File: config.mk
export PLATFORM = sky130hd
export DESIGN_NAME = video_scanout
export DESIGN_NICKNAME = d
export VERILOG_FILES = /design/src/rtl/video_scanout.sv
export SDC_FILE = /design/constraint.sdc
export NUM_CORES = 1
export LEC_CHECK = 0
export CELL_PAD_IN_SITES_DETAIL_PLACEMENT = 0
export CELL_PAD_IN_SITES_GLOBAL_PLACEMENT = 1
export CORE_MARGIN = 2
export CORE_UTILIZATION = 42
export CTS_CLUSTER_SIZE = 30
export DETAILED_ROUTE_END_ITERATION = 12
export PLACE_DENSITY_LB_ADDON = 0.1
export SLEW_MARGIN = 20
export SYNTH_ARGS = -nofsm -noshare
export SYNTH_HDL_FRONTEND = slang
export SYNTH_SLANG_ARGS = --single-unit
File: constraint.sdc
create_clock -name clk -period 3.3 [get_ports clk]
set_input_delay 0.495 -clock clk [delete_from_list [all_inputs] [get_ports clk]]
set_output_delay 0.495 -clock clk [all_outputs]
set_load 0.005 [all_outputs]
File: src/rtl/video_scanout.sv
// Raster timing generator and pixel fetcher for the video SRAM read port.
// Unpacks 32-bit words into 4-bit pixels with horizontal/vertical replication.
module video_scanout #(
    parameter int H_VISIBLE    = 640,
    parameter int H_FRONT      = 16,
    parameter int H_SYNC       = 96,
    parameter int H_BACK       = 48,
    parameter int V_VISIBLE    = 480,
    parameter int V_FRONT      = 10,
    parameter int V_SYNC       = 2,
    parameter int V_BACK       = 33,
    parameter int H_SCALE_LOG2 = 3,
    parameter int V_SCALE_LOG2 = 3,
    parameter int ADDR_WIDTH   = 12
) (
    input  logic                  clk,
    input  logic                  rst,
    input  logic                  enable,
    input  logic [ADDR_WIDTH-1:0] base_address,
    output logic [ADDR_WIDTH-1:0] video_address,
    input  logic [31:0]           video_data,
    output logic [3:0]            pixel,
    output logic                  blank,
    output logic                  hsync,
    output logic                  vsync
);

    localparam int H_TOTAL   = H_VISIBLE + H_FRONT + H_SYNC + H_BACK;
    localparam int V_TOTAL   = V_VISIBLE + V_FRONT + V_SYNC + V_BACK;
    localparam int HW        = $clog2(H_TOTAL);
    localparam int VW        = $clog2(V_TOTAL);
    localparam int SPAN_LOG2 = 3 + H_SCALE_LOG2;
    localparam int ROW_BYTES = (H_VISIBLE >> H_SCALE_LOG2) / 2;

    localparam logic [HW-1:0] H_LAST    = HW'(H_TOTAL - 1);
    localparam logic [HW-1:0] H_PRE     = HW'(H_TOTAL - 4);
    localparam logic [HW-1:0] H_LATCH   = HW'(H_TOTAL - 5);
    localparam logic [HW-1:0] H_VIS     = HW'(H_VISIBLE);
    localparam logic [HW-1:0] H_SS      = HW'(H_VISIBLE + H_FRONT);
    localparam logic [HW-1:0] H_SE      = HW'(H_VISIBLE + H_FRONT + H_SYNC);
    localparam logic [HW-1:0] SPAN_MASK = HW'((1 << SPAN_LOG2) - 1);
    localparam logic [HW-1:0] REP_MASK  = HW'((1 << H_SCALE_LOG2) - 1);
    localparam logic [HW:0]   AHEAD_MSK = (HW+1)'((1 << SPAN_LOG2) - 1);
    localparam logic [HW:0]   H_VIS_X   = (HW+1)'(H_VISIBLE);

    localparam logic [VW-1:0] V_LAST  = VW'(V_TOTAL - 1);
    localparam logic [VW-1:0] V_VIS   = VW'(V_VISIBLE);
    localparam logic [VW-1:0] V_SS    = VW'(V_VISIBLE + V_FRONT);
    localparam logic [VW-1:0] V_SE    = VW'(V_VISIBLE + V_FRONT + V_SYNC);
    localparam logic [VW-1:0] VS_MASK = VW'((1 << V_SCALE_LOG2) - 1);

    localparam logic [ADDR_WIDTH-1:0] ROW_B = ADDR_WIDTH'(ROW_BYTES);

    logic [HW-1:0]         h_q, h_d;
    logic [VW-1:0]         v_q, v_d;
    logic [ADDR_WIDTH-1:0] video_address_q, video_address_d;
    logic [ADDR_WIDTH-1:0] line_addr_q, line_addr_d;
    logic [31:0]           next_word_q, next_word_d;
    logic [31:0]           cur_word_q, cur_word_d;
    logic [1:0]            fetch_q, fetch_d;
    logic [3:0]            pixel_q, pixel_d;
    logic                  blank_q, blank_d;
    logic                  hsync_q, hsync_d;
    logic                  vsync_q, vsync_d;

    logic                  vis;
    logic [VW-1:0]         v_next;
    logic                  fetch_pre;
    logic                  fetch_mid;
    logic                  do_latch;
    logic                  do_inc;
    logic                  span_start;
    logic                  rep_last;
    logic [HW:0]           h_ahead;
    logic [ADDR_WIDTH-1:0] span_off;
    logic [ADDR_WIDTH-1:0] base_al;
    logic [31:0]           word_src;

    always_comb begin
        vis        = (h_q < H_VIS) && (v_q < V_VIS);
        v_next     = (v_q == V_LAST) ? '0 : v_q + VW'(1);
        h_ahead    = {1'b0, h_q} + (HW+1)'(4);
        span_off   = ADDR_WIDTH'(h_ahead >> SPAN_LOG2) << 2;
        base_al    = {base_address[ADDR_WIDTH-1:2], 2'b00};
        span_start = (h_q & SPAN_MASK) == '0;
        rep_last   = (h_q & REP_MASK) == REP_MASK;
        word_src   = span_start ? next_word_q : cur_word_q;
        // Span 0 is fetched at the tail of the preceding line; later spans 4 clks ahead.
        fetch_pre  = (h_q == H_PRE) && (v_next < V_VIS);
        fetch_mid  = (v_q < V_VIS) && ((h_ahead & AHEAD_MSK) == '0)
                     && (h_ahead < H_VIS_X);
        do_latch   = (h_q == H_LATCH) && (v_q == V_LAST);
        do_inc     = (h_q == H_LATCH) && (v_q < V_VIS)
                     && ((v_q & VS_MASK) == VS_MASK);
    end

    always_comb begin
        h_d             = h_q;
        v_d             = v_q;
        video_address_d = video_address_q;
        line_addr_d     = line_addr_q;
        next_word_d     = next_word_q;
        cur_word_d      = cur_word_q;
        fetch_d         = fetch_q;
        pixel_d         = 4'h0;
        blank_d         = 1'b1;
        hsync_d         = 1'b1;
        vsync_d         = 1'b1;
        if (!enable) begin
            h_d         = '0;
            v_d         = '0;
            line_addr_d = base_al;
            next_word_d = '0;
            cur_word_d  = '0;
            fetch_d     = '0;
        end else begin
            if (h_q == H_LAST) begin
                h_d = '0;
                v_d = v_next;
            end else begin
                h_d = h_q + HW'(1);
            end
            blank_d = !vis;
            hsync_d = !((h_q >= H_SS) && (h_q < H_SE));
            vsync_d = !((v_q >= V_SS) && (v_q < V_SE));
            if (vis) begin
                pixel_d    = word_src[3:0];
                cur_word_d = rep_last ? (word_src >> 4) : word_src;
            end
            fetch_d = {fetch_q[0], fetch_pre | fetch_mid};
            if (fetch_q[1]) next_word_d = video_data;
            if (fetch_pre) begin
                video_address_d = line_addr_q;
            end else if (fetch_mid) begin
                video_address_d = line_addr_q + span_off;
            end
            if (do_latch) begin
                line_addr_d = base_al;
            end else if (do_inc) begin
                line_addr_d = line_addr_q + ROW_B;
            end
        end
    end

    always_ff @(posedge clk) begin
        if (!rst) begin
            h_q             <= '0;
            v_q             <= '0;
            video_address_q <= '0;
            line_addr_q     <= '0;
            next_word_q     <= '0;
            cur_word_q      <= '0;
            fetch_q         <= '0;
            pixel_q         <= '0;
            blank_q         <= 1'b1;
            hsync_q         <= 1'b1;
            vsync_q         <= 1'b1;
        end else begin
            h_q             <= h_d;
            v_q             <= v_d;
            video_address_q <= video_address_d;
            line_addr_q     <= line_addr_d;
            next_word_q     <= next_word_d;
            cur_word_q      <= cur_word_d;
            fetch_q         <= fetch_d;
            pixel_q         <= pixel_d;
            blank_q         <= blank_d;
            hsync_q         <= hsync_d;
            vsync_q         <= vsync_d;
        end
    end

    assign video_address = video_address_q;
    assign pixel         = pixel_q;
    assign blank         = blank_q;
    assign hsync         = hsync_q;
    assign vsync         = vsync_q;

endmodule

=== Yosys cells after proc, flatten, opt, wreduce, memory -nomap -nowiden ===
Cells that the tools add are included.
Widths: inputs -> output; s select.

* Eq/ne operators: 7
* Add/subtract/negate cells: 5
* Muxes and demuxes: 8
* Order comparisons: 8
* Reductions and logical operators: 20
* Bitwise gates (word level): 3

{| class="wikitable"
|+ Operator list
! kind !! number
|-
| $mux 32 || 2
|-
| $mux 12 || 5
|-
| $eq 10x10->1 const B || 4
|-
| $lt 10x9->1 const B || 3
|-
| $add 10x1->10 const B || 2
|-
| $lt 10x10->1 const B || 2
|-
| $add 12x6->12 const B || 1
|-
| $add 12x7->12 || 1
|-
| $add 10x3->11 const B || 1
|-
| $logic_not 11->1 || 1
|-
| $lt 11x10->1 const B || 1
|-
| $ge 10x10->1 const B || 1
|-
| $ge 10x9->1 const B || 1
|-
| $logic_not 10->1 || 1
|-
| $mux 10 || 1
|-
| $logic_and 1x1->1 || 9
|-
| $eq 3x3->1 const B || 2
|-
| $reduce_or 3->1 || 2
|-
| $reduce_and 2->1 || 2
|-
| $logic_not 1->1 || 3
|-
| $ne 3x1->1 const B || 1
|-
| $reduce_and 3->1 || 1
|-
| $not 1->1 || 2
|-
| $reduce_bool 2->1 || 1
|-
| $or 1x1->1 || 1
|}

* Register bits: 117

=== Depth between registers and ports, before layout ===
Gate-level depths: netlist of run 1.

* Word-level depth: 6
* Mapped depth: 13
* Gate-level depth less buffers: 11

=== Worst setup path before layout of run 1 ===
No wires, ideal clock.

* Path type: reg2reg
* Start point: register h_q[3]
* End point: register video_address_q[10], in the netlist video_address[10]
* Path buffers: 2
* Slack: 0.570 ns
* Data arrival time: 2.639 ns
* Cell stages (with the launch flop): 14
* Library setup time: 0.091 ns
* Period minus slack after synthesis: 2.730 ns
* Cell sequence: dfxtp_1 > clkbuf_1 > and4_1 > clkbuf_1 > xor2_1 > ha_1 > inv_1 > fa_1 > nor2b_1 > o2111ai_1 > a21oi_1 > mux2i_1 > a311oi_1 > a311oi_1

* Word-level cells in the longest chain between the ends: 6
* Elaborated cells between the ends (all ways): 12
* Classes of those cells: add/sub: 2; order compare: 1; eq/ne: 1; mux: 2; reduce/logical: 6

{| class="wikitable"
|+ RTL lines
! element !! RTL line !! source
|-
| start, declared || 54 || <nowiki>logic [HW-1:0] h_q, h_d;</nowiki>
|-
| start signal, assigned || 147 || <nowiki>h_q <= '0;</nowiki>
|-
| start signal, assigned || 159 || <nowiki>h_q <= h_d;</nowiki>
|-
| parallel branches: the longest is 6 deep, another holds $add 12x7->12 || -- ||
|-
| end signal, assigned || 161 || <nowiki>video_address_q <= video_address_d;</nowiki>
|-
| end, declared || 56 || <nowiki>logic [ADDR_WIDTH-1:0] video_address_q, video_address_d;</nowiki>
|}

Several ways; the timed one is not identified. The select of a mux whose other input is x is not followed.
A chain may end at the register's enable or synchronous reset.

=== Worst setup path in the final report of run 1 ===
* Start point: register h_q[2]
* End point: register video_address_q[10], in the netlist video_address[10]

The elaborated chain is that of the path after synthesis.

==> flow_summary.yaml, run 1 <==
clocking:
  cts.sinks: 113
  insertion_delay_ns: 0.42
  path_clk_slew_ns: 0.05
  cts_resized: 0
  cts_tree: "done"
  hold_buffers: 0
  postCtsSetupBuffers: 0
  numCtsBuffers: 17
  clk_path_buf_depth: 2
  htreeDepth: 4
  cts-root-buf: "clkbuf_16"
setup_path:
  path_depth: 11
  ff2ff_path_depth: 11
  cp-start-kind: "flop"
  cp.required_ns: 3.63
  cp_slowest_cell: "dfxtp_1"
  cpLargestDelayFamily: "compound AO/OA/AOI/OAI gates"
  path_class: "reg2reg"
  startpoint: "h_q[2]$_SDFF_PP0_"
  end_kind: "flop"
  worstPathCellList: "and4_1, xor2_1, ha_1, inv_1, fa_1, nor2b_1, o2111ai_1, a21oi_1, mux2i_1, a311oi_1, a311oi_1"
  critPathMaxFanout: 9
  cpMostUsedCell: "a311oi_1"
  timing.rr.start: "h_q[2]$_SDFF_PP0_"
  critPathMaxStageDelay_ns: 0.49
  cp.arrival_ns: 3.38
  regToRegSetupSlack_ns: 0.24
  crit_buf_inv: 1
routing:
  wl_met1_um: 6470
  wire_per_inst_um: 14.2
  via_per_inst: 5.32
  vias: 4898
  dr.max_layer_used: "met4"
  wl_met3_um: 533
  drt_iter0_drc: 219
  drc: 0
  wl_um: 13100
  met2_length_um: 5840
  first_pass_iters: 4
  ant_nets: 0
placed_design:
  preCtsSetupSlack_ns: 0.313
  io_buffers: 61
  dp.cells: 888
  place.gp.congestion: 0.926
  place_hpwl_um: 8850
  place_area_sq_um: 6450
timing:
  relSlewSlack: 0.306
  tns_ns: 0
  slew_violations: 0
  hold_viol_final: 0
  finalSetupViolCount: 0
  fin_worst_skew_ns: 0.00565
  worst-slew-pin-transition_ns: 1.04
  final.setup.worst_slack_ns: 0.243
  post-route-min-period_ns: 3.06
  rsz0062_at_grt: "no"
  max_freq_mhz: 327
  finalCritPeriodShare: 0.926
floorplanning:
  die-area_sq_um: 14600
  start_util: 0.431
  num_rows: 42
  core_sq_um: 13300
  die_height_um: 121
  die_w_um: 121
  design.portCount: 66
synthesis:
  ys_ff_latch: 113
  yosysWarnings: 0
  ys_seq_area_frac: 0.395
  syn_area_per_cell_sq_um: 8.32
  synth_ff_type: "dfxtp_1"
  synthArstFlopShare: 0
  synth_enable_flop_cells: 0
  synth_cells: 689
  synth_cell_type_count: 61
  synth_area_sq_um: 5730
global_route:
  antenna_found_initial: 0
  grt_max_degree: 59
  grt_pass1_wl_um: 22200
  grt_use_total: 0.190
  grt_overflow: 0
  grt_pass1_vias: 4524
finish:
  fin_area_sq_um: 7060
  final_common_cell: "dfxtp_1"
  final_cells: 920
  antenna_cells: 0
  layout_common_cells: "dfxtp_1 (112), nand2_1 (87), nor2_1 (81)"
  fin_nets: 791
  fillers: 1214
  area_growth_pct: 23.1
  post-route-util: 0.531
  drive_gt1_frac: 0.0780
run_status:
  status: "finished, final reports clean"
worst_hold_path:
  hold_path_startpoint: "cur_word_q[3]$_SDFFE_PN0P_"
  whs_path_depth: 2
  hold_class: "reg2reg"
job:
  drv_cap: 0
power:
  powerDensity_nw_per_um2: 487
  leakagePower_nw: 2.58
  peakVddDrop_uv: 407
==> through the flow <==
step | hold slack [ns] | total power [mW]
after global placement | 0.437 | 1.59
after floorplan | 0.431 | 1.51
after global routing | 0.463 | 3.56
after CTS | 0.450 | 3.48
final | 0.447 | 3.44
after detailed placement | 0.443 | 1.59
==> path summary, 6_finish.rpt <==
path / to
setup / recovery: video_address[10]$_SDFFE_PN0P_
hold / removal: cur_word_q[3]$_SDFFE_PN0P_
setup reg to reg: video_address[10]$_SDFFE_PN0P_
hold reg to reg: cur_word_q[3]$_SDFFE_PN0P_
==> cell usage after synthesis (3+ instances only) <==
master | number | area, sq um
dfxtp_1 | 113 | 2260
o221a_2 | 3 | 33.8
xor2_1 | 6 | 52.6
and4_1 | 6 | 52.6
a31oi_1 | 4 | 25.0
clkbuf_1 | 35 | 131
o21ai_0 | 13 | 65.1
xnor2_1 | 15 | 131
and2_1 | 3 | 18.8
nand4b_1 | 3 | 26.3
ha_1 | 12 | 150
nand2_1 | 88 | 330
nor3_1 | 15 | 75.1
inv_1 | 12 | 45.0
nand3_1 | 45 | 225
a311oi_1 | 6 | 52.6
a22oi_1 | 6 | 45.0
mux2i_1 | 68 | 681
a211oi_1 | 9 | 67.6
and3_1 | 7 | 43.8
buf_1 | 4 | 15.0
nand2b_1 | 28 | 175
nor2_1 | 81 | 304
nand4_1 | 6 | 37.5
a21oi_1 | 49 | 245
buf_2 | 6 | 30.0
==> worst register-to-register path: cells and delay by family, from the launching register on <==
kind                     cells  cell delay [ns]
AO/OA/AOI/OAI                4             0.77
XOR/XNOR                     1             0.21
adder cells (fa/ha/maj)      2             0.63
buffers and inverters        1             0.07
flip-flops                   1             0.49
multiplexers                 1             0.27
AND/OR/NAND/NOR              2             0.53
==> per-layer routing <==
| layer | GRT usage | vias up |
|---|---|---|
| li1 | - | 2494 |
| met1 | 0.259 | 2295 |
| met2 | 0.291 | 90 |
| met3 | 0.0458 | 19 |
| met4 | 0.0719 | 0 |
| met5 | 0 | - |
==> layout make-up <==
cell class / count / area (sq um) / share of cell area
timing repair buffer: 70 / 691 / 0.0978
clock buffer: 17 / 425 / 0.0603
clock inverter: 15 / 184 / 0.0261
sequential: 113 / 2260 / 0.321
tap: 176 / 220 / 0.0312
inverter: 12 / 45.0 / 0.00638
multi-input combinational: 517 / 3230 / 0.458
==> cell families after synthesis <==
kind of cell / share of synthesized area
multiplexers: 0.119
XOR/XNOR: 0.0321
AO/OA/AOI/OAI: 0.125
buffers and inverters: 0.0432
other: 0.000654
flip-flops: 0.395
adder cells (fa/ha/maj): 0.0297
AND/OR/NAND/NOR: 0.256
==> flip-flops by register name (all words and copies together), names as in the netlist <==
signal         count
video_address     10
pixel              4
line_addr_q       10
v_q               10
next_word_q       32
vsync              1
blank              1
fetch_q            2
cur_word_q        32
hsync              1
h_q               10
==> power breakdown <==
part,internal (mW),switching [mW],leakage (nW)
logic,0.0884,0.0808,1.38
registers,1.38,0.0167,0.913
clock network,1.19,0.686,0.290
Note: power is estimated with default switching activity, not from simulation.
==> run 2: changes to the inputs <==
--- a/config.mk
+++ b/config.mk
@@ -11,6 +11,7 @@
 export CORE_UTILIZATION = 42
 export CTS_CLUSTER_SIZE = 30
 export DETAILED_ROUTE_END_ITERATION = 12
+export GPL_ROUTABILITY_DRIVEN = 1
 export PLACE_DENSITY_LB_ADDON = 0.1
 export SLEW_MARGIN = 20
 export SYNTH_ARGS = -nofsm -noshare
==> constraint.sdc (replaced) <==
create_clock -name clk -period 3.2 [get_ports clk]
set_input_delay 0.48 -clock clk [delete_from_list [all_inputs] [get_ports clk]]
set_output_delay 0.48 -clock clk [all_outputs]
set_load 0.005 [all_outputs]
==> run 2 against run 1 <==
  * Routed wire length increased by 2.5%
  * Final cell count is 0.11% higher
  * Fmax grew 3.8%
  * Core utilization rose by 0.24 points
  * Power increased by 5.7%
  * Final area grew 0.46%
  * Clock-buffer cell count stayed put
  * Largest cell class unchanged
==> flow_summary.yaml, run 2 (synthesis results as in run 1) <==
finish:
  area_growth_pct: 23.7
  post-route-util: 0.533
  fillers: 1244
  reg.largest.list: "cur_word_q: 32 flops, next_word_q: 32 flops"
  final_common_cell: "dfxtp_1"
  drive_gt1_frac: 0.0819
  layout_common_cells: "dfxtp_1 (111), nand2_1 (87), nor2_1 (81)"
  antenna_cells: 0
  fin_nets: 792
global_route:
  grt_pass1_vias: 4633
  grt_max_degree: 58
  grt_use_total: 0.194
  grt_overflow: 0
  grt_pass1_wl_um: 22700
  antenna_found_initial: 0
clocking:
  cts_resized: 0
  clk_path_buf_depth: 2
  postCtsSetupBuffers: 0
  htreeDepth: 4
  path_clk_slew_ns: 0.05
  cts_tree: "done"
  numCtsBuffers: 17
  cts.sinks: 113
  hold_buffers: 0
  cts-root-buf: "clkbuf_16"
  insertion_delay_ns: 0.42
routing:
  drc: 0
  ant_nets: 0
  wl_um: 13400
  via_per_inst: 5.29
  drt_iter0_drc: 276
  vias: 4876
  wire_per_inst_um: 14.5
  first_pass_iters: 5
timing:
  hold_viol_final: 0
  finalCritPeriodShare: 0.920
  slew_violations: 0
  finalSetupViolCount: 0
  max_freq_mhz: 340
  tns_ns: 0
  worst-slew-pin-transition_ns: 1.02
  post-route-min-period_ns: 2.94
  rsz0062_at_grt: "no"
  relSlewSlack: 0.319
  final.setup.worst_slack_ns: 0.256
  fin_worst_skew_ns: 0.00739
floorplanning:
  die_height_um: 121
  die-area_sq_um: 14600
  num_rows: 42
  start_util: 0.431
  design.portCount: 66
  core_sq_um: 13300
  die_w_um: 121
job:
  drv_cap: 0
setup_path:
  critPathMaxStageDelay_ns: 0.49
  cp-start-kind: "flop"
  worstPathCellList: "and4_2, nand2_1, xnor2_1, ha_1, a211oi_1, o21ai_0, a21oi_1, nor2_1, o211a_1, o221a_2"
  crit_buf_inv: 0
  cpLargestDelayFamily: "compound AO/OA/AOI/OAI gates"
  path_class: "reg2reg"
  critPathMaxFanout: 8
  cp.arrival_ns: 3.25
  cp.required_ns: 3.51
  end_kind: "flop"
  cp_slowest_cell: "a21oi_1"
worst_hold_path:
  hold_class: "reg2reg"
placed_design:
  io_buffers: 61
  place.gp.congestion: 0.942
  place_hpwl_um: 9090
  preCtsSetupSlack_ns: 0.227
run_status:
  status: "finished, final reports clean"
power:
  powerDensity_nw_per_um2: 513
  leakagePower_nw: 2.60
  peakVddDrop_uv: 363
==> run 2: area by class of cell <==
class / count / area [sq um] / share of cell area
Clock buffer: 17 / 425 / 0.0600
Timing Repair Buffer: 71 / 698 / 0.0984
Multi-Input combinational cell: 517 / 3230 / 0.456
Tap cell: 176 / 220 / 0.0311
Clock inverter: 15 / 206 / 0.0291
Inverter: 12 / 45.0 / 0.00635
Sequential cell: 113 / 2260 / 0.319
==> run 2: stage by stage <==
step	power, mW	area, sq um	hold slack [ns]	std cells
6_report	3.64	7090	0.447	921
2_1_floorplan	1.55	5740	0.431	690
4_1_cts	3.67	7090	0.450	921
5_1_grt	3.76	7090	0.464	921
3_5_place_dp	1.64	6460	0.442	889
3_3_place_gp	1.64	6460	0.437	889
==> run 2: path summary, 6_finish.rpt <==
kind,start,end,slack [ns],cells after the start
worst min-delay path,cur_word_q[3]$_SDFFE_PN0P_,cur_word_q[3]$_SDFFE_PN0P_,0.45,2
worst min register to register,cur_word_q[3]$_SDFFE_PN0P_,cur_word_q[3]$_SDFFE_PN0P_,0.45,2
worst max-delay path,h_q[4]$_SDFF_PP0_,video_address[7]$_SDFFE_PN0P_,0.26,10
worst max register to register,h_q[4]$_SDFF_PP0_,video_address[7]$_SDFFE_PN0P_,0.26,10
==> run 2: layer usage <==
layer	track usage	up-vias	share of wire
li1	-	2493	-
met1	0.266	2269	0.50
met2	0.294	91	0.44
met3	0.0439	23	0.039
met4	0.0821	0	0.020
met5	0	-	0
==> run 2: power by group <==
group | leakage [nW] | switching [mW] | internal, mW
Sequential | 0.914 | 0.0176 | 1.42
Clock | 0.304 | 0.714 | 1.31
Combinational | 1.38 | 0.0847 | 0.0920
==> run 2: worst reg2reg max path: cells and delay by family, from the launching register on <==
| kind | cells | cell delay (ns) |
|---|---|---|
| adder cells (fa/ha/maj) | 1 | 0.28 |
| flip-flops | 1 | 0.45 |
| AO/OA/AOI/OAI | 5 | 1.37 |
| AND/OR/NAND/NOR | 3 | 0.53 |
| XOR/XNOR | 1 | 0.22 |
